===== src/rtl/lemming_tracker.sv =====
// Tracks a Lemming's x position, dig depth and fall length from walker status; flags splats.
// Latency 1 cycle (all outputs registered); no backpressure. Optional revive port: TRACKER_REVIVE_EN.
module lemming_tracker #(
  parameter int POS_W       = 8,
  parameter int X_INIT      = 128,
  parameter int DEPTH_W     = 8,
  parameter int FALL_W      = 5,
  parameter int SPLAT_LIMIT = 20,
  parameter int DIG_CYCLES  = 4
) (
  input  logic               clk,
  input  logic               rst_n,
  input  logic               walk_left,
  input  logic               walk_right,
  input  logic               aaah,
  input  logic               digging,
`ifdef TRACKER_REVIVE_EN
  input  logic               revive,
`endif
  output logic [POS_W-1:0]   x_pos,
  output logic [DEPTH_W-1:0] depth,
  output logic [FALL_W-1:0]  fall_cnt,
  output logic               land,
  output logic               splat,
  output logic               err
);

  localparam int DIG_W = (DIG_CYCLES > 1) ? $clog2(DIG_CYCLES) : 1;
  localparam logic [DIG_W-1:0]  DIG_LAST  = DIG_W'(DIG_CYCLES - 1);
  localparam logic [FALL_W-1:0] FALL_LIM  = FALL_W'(SPLAT_LIMIT);
  localparam logic [POS_W-1:0]  X_RESET   = POS_W'(X_INIT);

  typedef enum logic [1:0] {ALIVE, FALLING, SPLAT} state_t;

  state_t             state_q, state_d;
  logic [POS_W-1:0]   x_d;
  logic [DEPTH_W-1:0] depth_d;
  logic [FALL_W-1:0]  fall_d;
  logic [DIG_W-1:0]   dig_cnt, dig_d;
  logic               land_d, splat_d, err_d;
  logic               apply_alive;
  logic [2:0]         n_hi;

  assign n_hi = 3'(walk_left) + 3'(walk_right) + 3'(aaah) + 3'(digging);

  always_ff @(posedge clk or negedge rst_n) begin
    if (!rst_n) begin
      state_q  <= ALIVE;
      x_pos    <= X_RESET;
      depth    <= '0;
      fall_cnt <= '0;
      dig_cnt  <= '0;
      land     <= 1'b0;
      splat    <= 1'b0;
      err      <= 1'b0;
    end else begin
      state_q  <= state_d;
      x_pos    <= x_d;
      depth    <= depth_d;
      fall_cnt <= fall_d;
      dig_cnt  <= dig_d;
      land     <= land_d;
      splat    <= splat_d;
      err      <= err_d;
    end
  end

  always_comb begin
    state_d     = state_q;
    x_d         = x_pos;
    depth_d     = depth;
    fall_d      = fall_cnt;
    dig_d       = dig_cnt;
    land_d      = 1'b0;
    splat_d     = splat;
    err_d       = err;
    apply_alive = 1'b0;

    // An illegal status combination freezes everything for that cycle.
    if (n_hi > 3'd1) begin
      err_d = 1'b1;
    end else begin
      case (state_q)
        ALIVE: apply_alive = 1'b1;
        FALLING: begin
          if (aaah) begin
            if (fall_cnt != '1) fall_d = fall_cnt + 1'b1;
            if (depth != '1) depth_d = depth + 1'b1;
          end else begin
            fall_d = '0;
            if (fall_cnt > FALL_LIM) begin
              state_d = SPLAT;
              splat_d = 1'b1;
            end else begin
              state_d     = ALIVE;
              land_d      = 1'b1;
              apply_alive = 1'b1;
            end
          end
        end
        SPLAT: begin
`ifdef TRACKER_REVIVE_EN
          if (revive) begin
            state_d = ALIVE;
            splat_d = 1'b0;
            fall_d  = '0;
          end
`endif
        end
        default: state_d = ALIVE;
      endcase
    end

    // Walk/dig/fall-start actions, shared by ALIVE and a survived landing.
    if (apply_alive) begin
      dig_d = '0;
      if (walk_left && x_pos != '0) x_d = x_pos - 1'b1;
      if (walk_right && x_pos != '1) x_d = x_pos + 1'b1;
      if (digging) begin
        if (dig_cnt == DIG_LAST) begin
          if (depth != '1) depth_d = depth + 1'b1;
        end else begin
          dig_d = dig_cnt + 1'b1;
        end
      end
      if (aaah) begin
        state_d = FALLING;
        fall_d  = FALL_W'(1);
        if (depth != '1) depth_d = depth + 1'b1;
      end
    end
  end

endmodule


===== config.mk =====
export PLATFORM = sky130hd
export DESIGN_NAME = lemming_tracker
export DESIGN_NICKNAME = d
export VERILOG_FILES = /design/src/rtl/lemming_tracker.sv
export SDC_FILE = /design/constraint.sdc
export NUM_CORES = 1
export LEC_CHECK = 0
export ABC_AREA = 1
export CORE_MARGIN = 2
export CORE_UTILIZATION = 30
export DETAILED_ROUTE_END_ITERATION = 16
export MAX_ROUTING_LAYER = met4
export PLACE_DENSITY = 0.56
export SLEW_MARGIN = 20
export SYNTH_ARGS = -nofsm -noshare
export SYNTH_HDL_FRONTEND = slang
export SYNTH_SLANG_ARGS = --single-unit
export TNS_END_PERCENT = 5

===== constraint.sdc =====
create_clock -name clk -period 2.2 [get_ports clk]
set_input_delay 0.44 -clock clk [delete_from_list [all_inputs] [get_ports clk]]
set_output_delay 0.44 -clock clk [all_outputs]
set_load 0.005 [all_outputs]

==> run summary <==
outcome = complete, no violations
VDD IR max = 0.000593 V
Max-slew headroom = 76.0%
clock latency on the worst-skew pair = 0.28 ns
most frequent cells in the layout = nand2_1, inv_1, dfrtp_1
Initial Util = 31.3%
clk slew on worst S/H paths = 0.10 ns
Tmin final = 2.00 ns
Wirelength per Cell = 11.1 um
CP Capture Type = register
Final ANT Viol Nets = 0
YS warnings = 0
synth unique cells = 26
sequential-to-total area share from yosys stat = 37.4%
H-tree depth = 1
die width = 83.0 um
skew final = 0.00797 ns
vias per cell = 4.52
clock tree buffer depth = 2
Setup-failing EPs final = 0
Max Freq = 500 MHz
TritonCTS clock tree = done
Synth Area per Inst = 7.56 um2
DRC = 0
critical path peak fanout = 6
Setup CP Type = reg2reg
die height = 83.0 um
CP required = 2.42 ns
commonest non-fill, non-tap cell in the layout = nand2_1
DR iter-0 viols = 43
Final GP Congestion = 0.889
Period Utilization, post-route = 90.8%
GRT overflow = 0
Buffers on Ports = 29
Place WS = -0.377 ns
Vias = 1730
worst setup margin = 0.202 ns
post-synthesis instance area = 1870 um2
Ant. Diodes = 0
initial antenna violation count = 0
Final nets = 327
P&R area growth vs syn = 38.9%
WL final = 4270 um
Synth Register Bits = 28
IO Pins = 30
row count = 28
Pleak = 1.30 nW
worst min-delay path class = reg2reg
vias in the first global route = 1592
pin count of the biggest net entering global routing = 29
Final Hold Fails = 0
Worst EP arrival = 2.22 ns
clock buffers created by TritonCTS = 3
die area = 6900 um2
PwrDens = 1130 nW/um2
Worst Max-Slew Pin Slew = 0.360 ns
DP HPWL = 3310 um
Worst Setup Start Kind = register
global-route wire length before repair = 7240 um
Hold Worst Slack = 0.480 ns
clock tree sinks = 28
Root Driver = clkbuf_8
GRT Total Usage = 13.0%
DRT Pass-1 Iters = 4
max-cap viol count = 0
Final Core Density = 43.5%
share of cells above drive strength 1 = 19.8%
Slew Limit Fails = 0
Non-Filler Instances = 383
dpl cells = 376
Hold Buf Count CTS = 0
Mapped Nets = 266
Core Region = 5990 um2
setup TNS = 0 ns
Post-Synthesis Cells = 248
==> through the flow <==
| stage | power [W] | cell area (um2) |
|---|---|---|
| CTS | 0.00292 | 2510 |
| global route | 0.00322 | 2600 |
| detailed placement | 0.00249 | 2430 |
| finish | 0.00294 | 2600 |
| global placement | 0.00248 | 2430 |
| floorplan | 0.00175 | 1870 |
==> worst max-delay path: stages, from the launching register on <==
cell and delay [ns]:
dfstp_2 0.54, nand2_1 0.04, nor2_1 0.10, nand2_1 0.10, nand2_2 0.11, buf_6 0.14, ha_1 0.24, nand3_1 0.07
nand3_1 0.15, nand2_1 0.11, o211ai_1 0.08, nand2_1 0.07, nand2_1 0.06, nand2_1 0.06, nand2_1 0.04
==> metal layers <==
layer  GRT usage, %  up-vias  wire (um)
li1               -      909          -
met1           17.3      785       2090
met2           19.7       32       1940
met3           2.78        4        197
met4           4.02        0         52
met5              -        -          0
==> cells in the mapped netlist <==
cell      instances  area (um2)
o211ai_1          4        30.0
nand3_1          19        95.1
dfrtp_1          27         676
nor3_1            1        5.00
nand3_2           2        20.0
nor2_4            2        22.5
a22oi_1           1        7.51
a21oi_1           9        45.0
inv_2             3        11.3
buf_6             2        22.5
or2_2             1        6.26
ha_1             10         125
nor2_2            2        12.5
dfstp_2           1        26.3
nand4_1           5        31.3
o21ai_2           3        26.3
o21ai_0          10        50.1
xnor2_1           5        43.8
xor2_2            1        16.3
inv_1            33         124
nor2_1           18        67.6
nand2_2           4        25.0
nand3_4           1        17.5
fa_1              2        40.0
nand2_1          78         293
xor2_1            4        35.0
==> where the power goes <==
group | internal [W] | total, W | switching, W
combinational | 0.000865 | 0.00166 | 0.000794
sequential | 0.000700 | 0.000874 | 0.000174
clock | 0.000244 | 0.000407 | 0.000163
==> path summary, 6_finish.rpt <==
path | startpoint | to | slack, ns | cells past startpoint
worst max register to register | x_pos[7] | x_pos[7] | 0.20 | 14
max in group asynchronous | rst_n | x_pos[7] | 1.35 | 2
min in group asynchronous | rst_n | fall_cnt[1] | 0.53 | 2
worst min register to register | err | err | 0.48 | 1
worst max-delay path | x_pos[7] | x_pos[7] | 0.20 | 14
worst min-delay path | err | err | 0.48 | 1
==> layout make-up <==
class,instances,area (um2)
fillers,574,3390
multi-input cells,183,1080
flip-flops and latches,28,702
repair buffers,57,519
inverters,36,140
well taps,75,93.8
clock buffers,3,41.3
clock inverters,1,30.0
==> kinds of logic after synthesis <==
logic type | after synthesis | synth area share (%)
buffers and inverters | 38 | 8.41
XOR/XNOR | 10 | 5.07
AO/OA/AOI/OAI | 27 | 8.48
flip-flops | 28 | 37.5
adder cells (fa/ha/maj) | 12 | 8.81
AND/OR/NAND/NOR | 133 | 31.8
==> sequential cells by signal, summed over array words and instances, names as in the netlist <==
| signal | flops |
|---|---|
| state_q | 2 |
| dig_cnt | 2 |
| x_pos | 8 |
| depth | 8 |
| err | 1 |
| fall_cnt | 5 |
| splat | 1 |
| land | 1 |
==> timing repair <==
action | in CTS | in global routing
cloned | 0 | 1
setup buffers | 0 | 2
pin swaps | 0 | 4
setup endpoints to repair | 13 | 23
gates resized for setup | 4 | 17
Power figures use the tool's default switching activity.
==> variant, RTL diff (same settings) <==
Register the output `x_pos` once more, without a reset; this adds one clock of latency there. The other outputs are not delayed to match.
--- a/src/rtl/lemming_tracker.sv
+++ b/src/rtl/lemming_tracker.sv
@@ -32,6 +32,8 @@
 
   typedef enum logic [1:0] {ALIVE, FALLING, SPLAT} state_t;
 
+  logic [POS_W-1:0] x_pos_s0;
+
   state_t             state_q, state_d;
   logic [POS_W-1:0]   x_d;
   logic [DEPTH_W-1:0] depth_d;
@@ -46,7 +48,7 @@
   always_ff @(posedge clk or negedge rst_n) begin
     if (!rst_n) begin
       state_q  <= ALIVE;
-      x_pos    <= X_RESET;
+      x_pos_s0 <= X_RESET;
       depth    <= '0;
       fall_cnt <= '0;
       dig_cnt  <= '0;
@@ -55,7 +57,7 @@
       err      <= 1'b0;
     end else begin
       state_q  <= state_d;
-      x_pos    <= x_d;
+      x_pos_s0 <= x_d;
       depth    <= depth_d;
       fall_cnt <= fall_d;
       dig_cnt  <= dig_d;
@@ -67,7 +69,7 @@
 
   always_comb begin
     state_d     = state_q;
-    x_d         = x_pos;
+    x_d         = x_pos_s0;
     depth_d     = depth;
     fall_d      = fall_cnt;
     dig_d       = dig_cnt;
@@ -114,8 +116,8 @@
     // Walk/dig/fall-start actions, shared by ALIVE and a survived landing.
     if (apply_alive) begin
       dig_d = '0;
-      if (walk_left && x_pos != '0) x_d = x_pos - 1'b1;
-      if (walk_right && x_pos != '1) x_d = x_pos + 1'b1;
+      if (walk_left && x_pos_s0 != '0) x_d = x_pos_s0 - 1'b1;
+      if (walk_right && x_pos_s0 != '1) x_d = x_pos_s0 + 1'b1;
       if (digging) begin
         if (dig_cnt == DIG_LAST) begin
           if (depth != '1) depth_d = depth + 1'b1;
@@ -131,5 +133,9 @@
     end
   end
 
+  always_ff @(posedge clk) begin
+    x_pos <= x_pos_s0;
+  end
+
 endmodule
 
Behaviour: not the same (Yosys sat finds a counterexample within 4 cycles, from zero or initial values and one cycle with rst_n low).
==> variant against the unedited design <==
Wire length increased by 3.8%; synthesized area increased by 8.4%; via count increased by 2.0%; total power increased by 11%; critical path type unchanged; worst setup slack improved by 0.0081 ns; sequential cell count increased by 8; highest routed layer unchanged; utilization decreased by 0.71 points; sequential power increased by 27%; die area increased by 8.0%; clock power increased by 25%; design area increased by 6.1%; final cell count increased by 2.6%; largest power group unchanged.
==> variant: results (changes against the unedited design) <==
metric;value;unit;change
outcome;finished clean;;
biggest regs;depth x8, x_pos x8, x_pos_s0 x8;;
Slew @ Worst Pin;0.371;ns;+0.0110 ns
Pleak;0.00138;uW;+5.8%
register area share after synthesis;42.4;%;+5.0 points
vias in the first global route;1758;;+10%
Routed WL;4430;um;+3.8%
TritonCTS buffer count;5;;+2
DRT iter0 DRCs;85;;+98%
met1 Usage GRT;16.8;%;-0.49 points
Clock Skews;0.0105;ns;+0.00253 ns
Psw;1210;uW;+7.3%
met3 routed WL;153;um;-22%
met3 Usage GRT;2.95;%;+0.17 points
pre-CTS setup slack;-0.431;ns;-0.0545 ns
Worst VDD drop;0.556;mV;-6.2%
Power, Total;3250;uW;+11%
HP Start;splat;;
reg2reg start;x_pos_s0[6];;
asr flop ratio synth;77.8;%;-22 points
cell depth of the worst flop-to-flop path;11;;-3
worst hold slack;0.476;ns;-0.00384 ns
CTS H-tree lvls;2;;+1
M1 WL;2050;um;-1.9%
wire per inst;11.3;um;+1.2%
Comb power frac;50.1;%;-6.3 points
Placed Cells;383;;+1.9%
Crit path largest cell delay;0.43;ns;-0.11 ns
synth unique cells;27;;+3.8%
via-per-instance ratio;4.49;;-0.57%
Area after DPL;0.00258;mm2;+6.0%
dpl hpwl;3400;um;+2.8%
syn nets;273;;+2.6%
ranking of synthesized cells by area;dfrtp_1 33%, nand2_1 14%, dfxtp_1 7.9%;;
met2 Usage GRT;22.1;%;+2.3 points
P_clk;509;uW;+25%
net total in the final layout;333;;+1.8%
Reg clk slew, reported paths;0.06;ns;-0.04 ns
first-pass GRT wire length;7780;um;+7.4%
layout cell share with drive strength beyond 1;19.9;%;+0.13 points
variant: worst max path at each step:
stage                      startpoint     endpoint  slack (ns)  cells after the start
final                     x_pos_s0[6]  x_pos_s0[6]        0.21                     11
after global routing      x_pos_s0[7]  x_pos_s0[7]       -0.04                     13
after CTS                   walk_left  fall_cnt[3]       -0.02                     12
after detailed placement    walk_left  x_pos_s0[5]       -0.43                     13
after global placement        digging  x_pos_s0[6]       -0.35                     13
after floorplan           x_pos_s0[7]  x_pos_s0[7]        0.23                     13
variant: kinds of logic after synthesis:
logic type | Yosys count | synth area share, %
AOI/OAI and AO/OA | 27 | 7.82
adders and majority gates | 12 | 8.13
and+or+nand+nor | 133 | 29.4
DFF | 36 | 42.4
buffers and inverters | 37 | 7.57
xor gates and xnor gates | 10 | 4.68
variant: area by class of cell:
cell class	count	area, um2
Fill cell	663	3700
Inverter	35	136
Multi-Input combinational cell	183	1080
Timing Repair Buffer	54	485
Sequential cell	36	862
Clock buffer	8	100
Tap cell	77	96.3
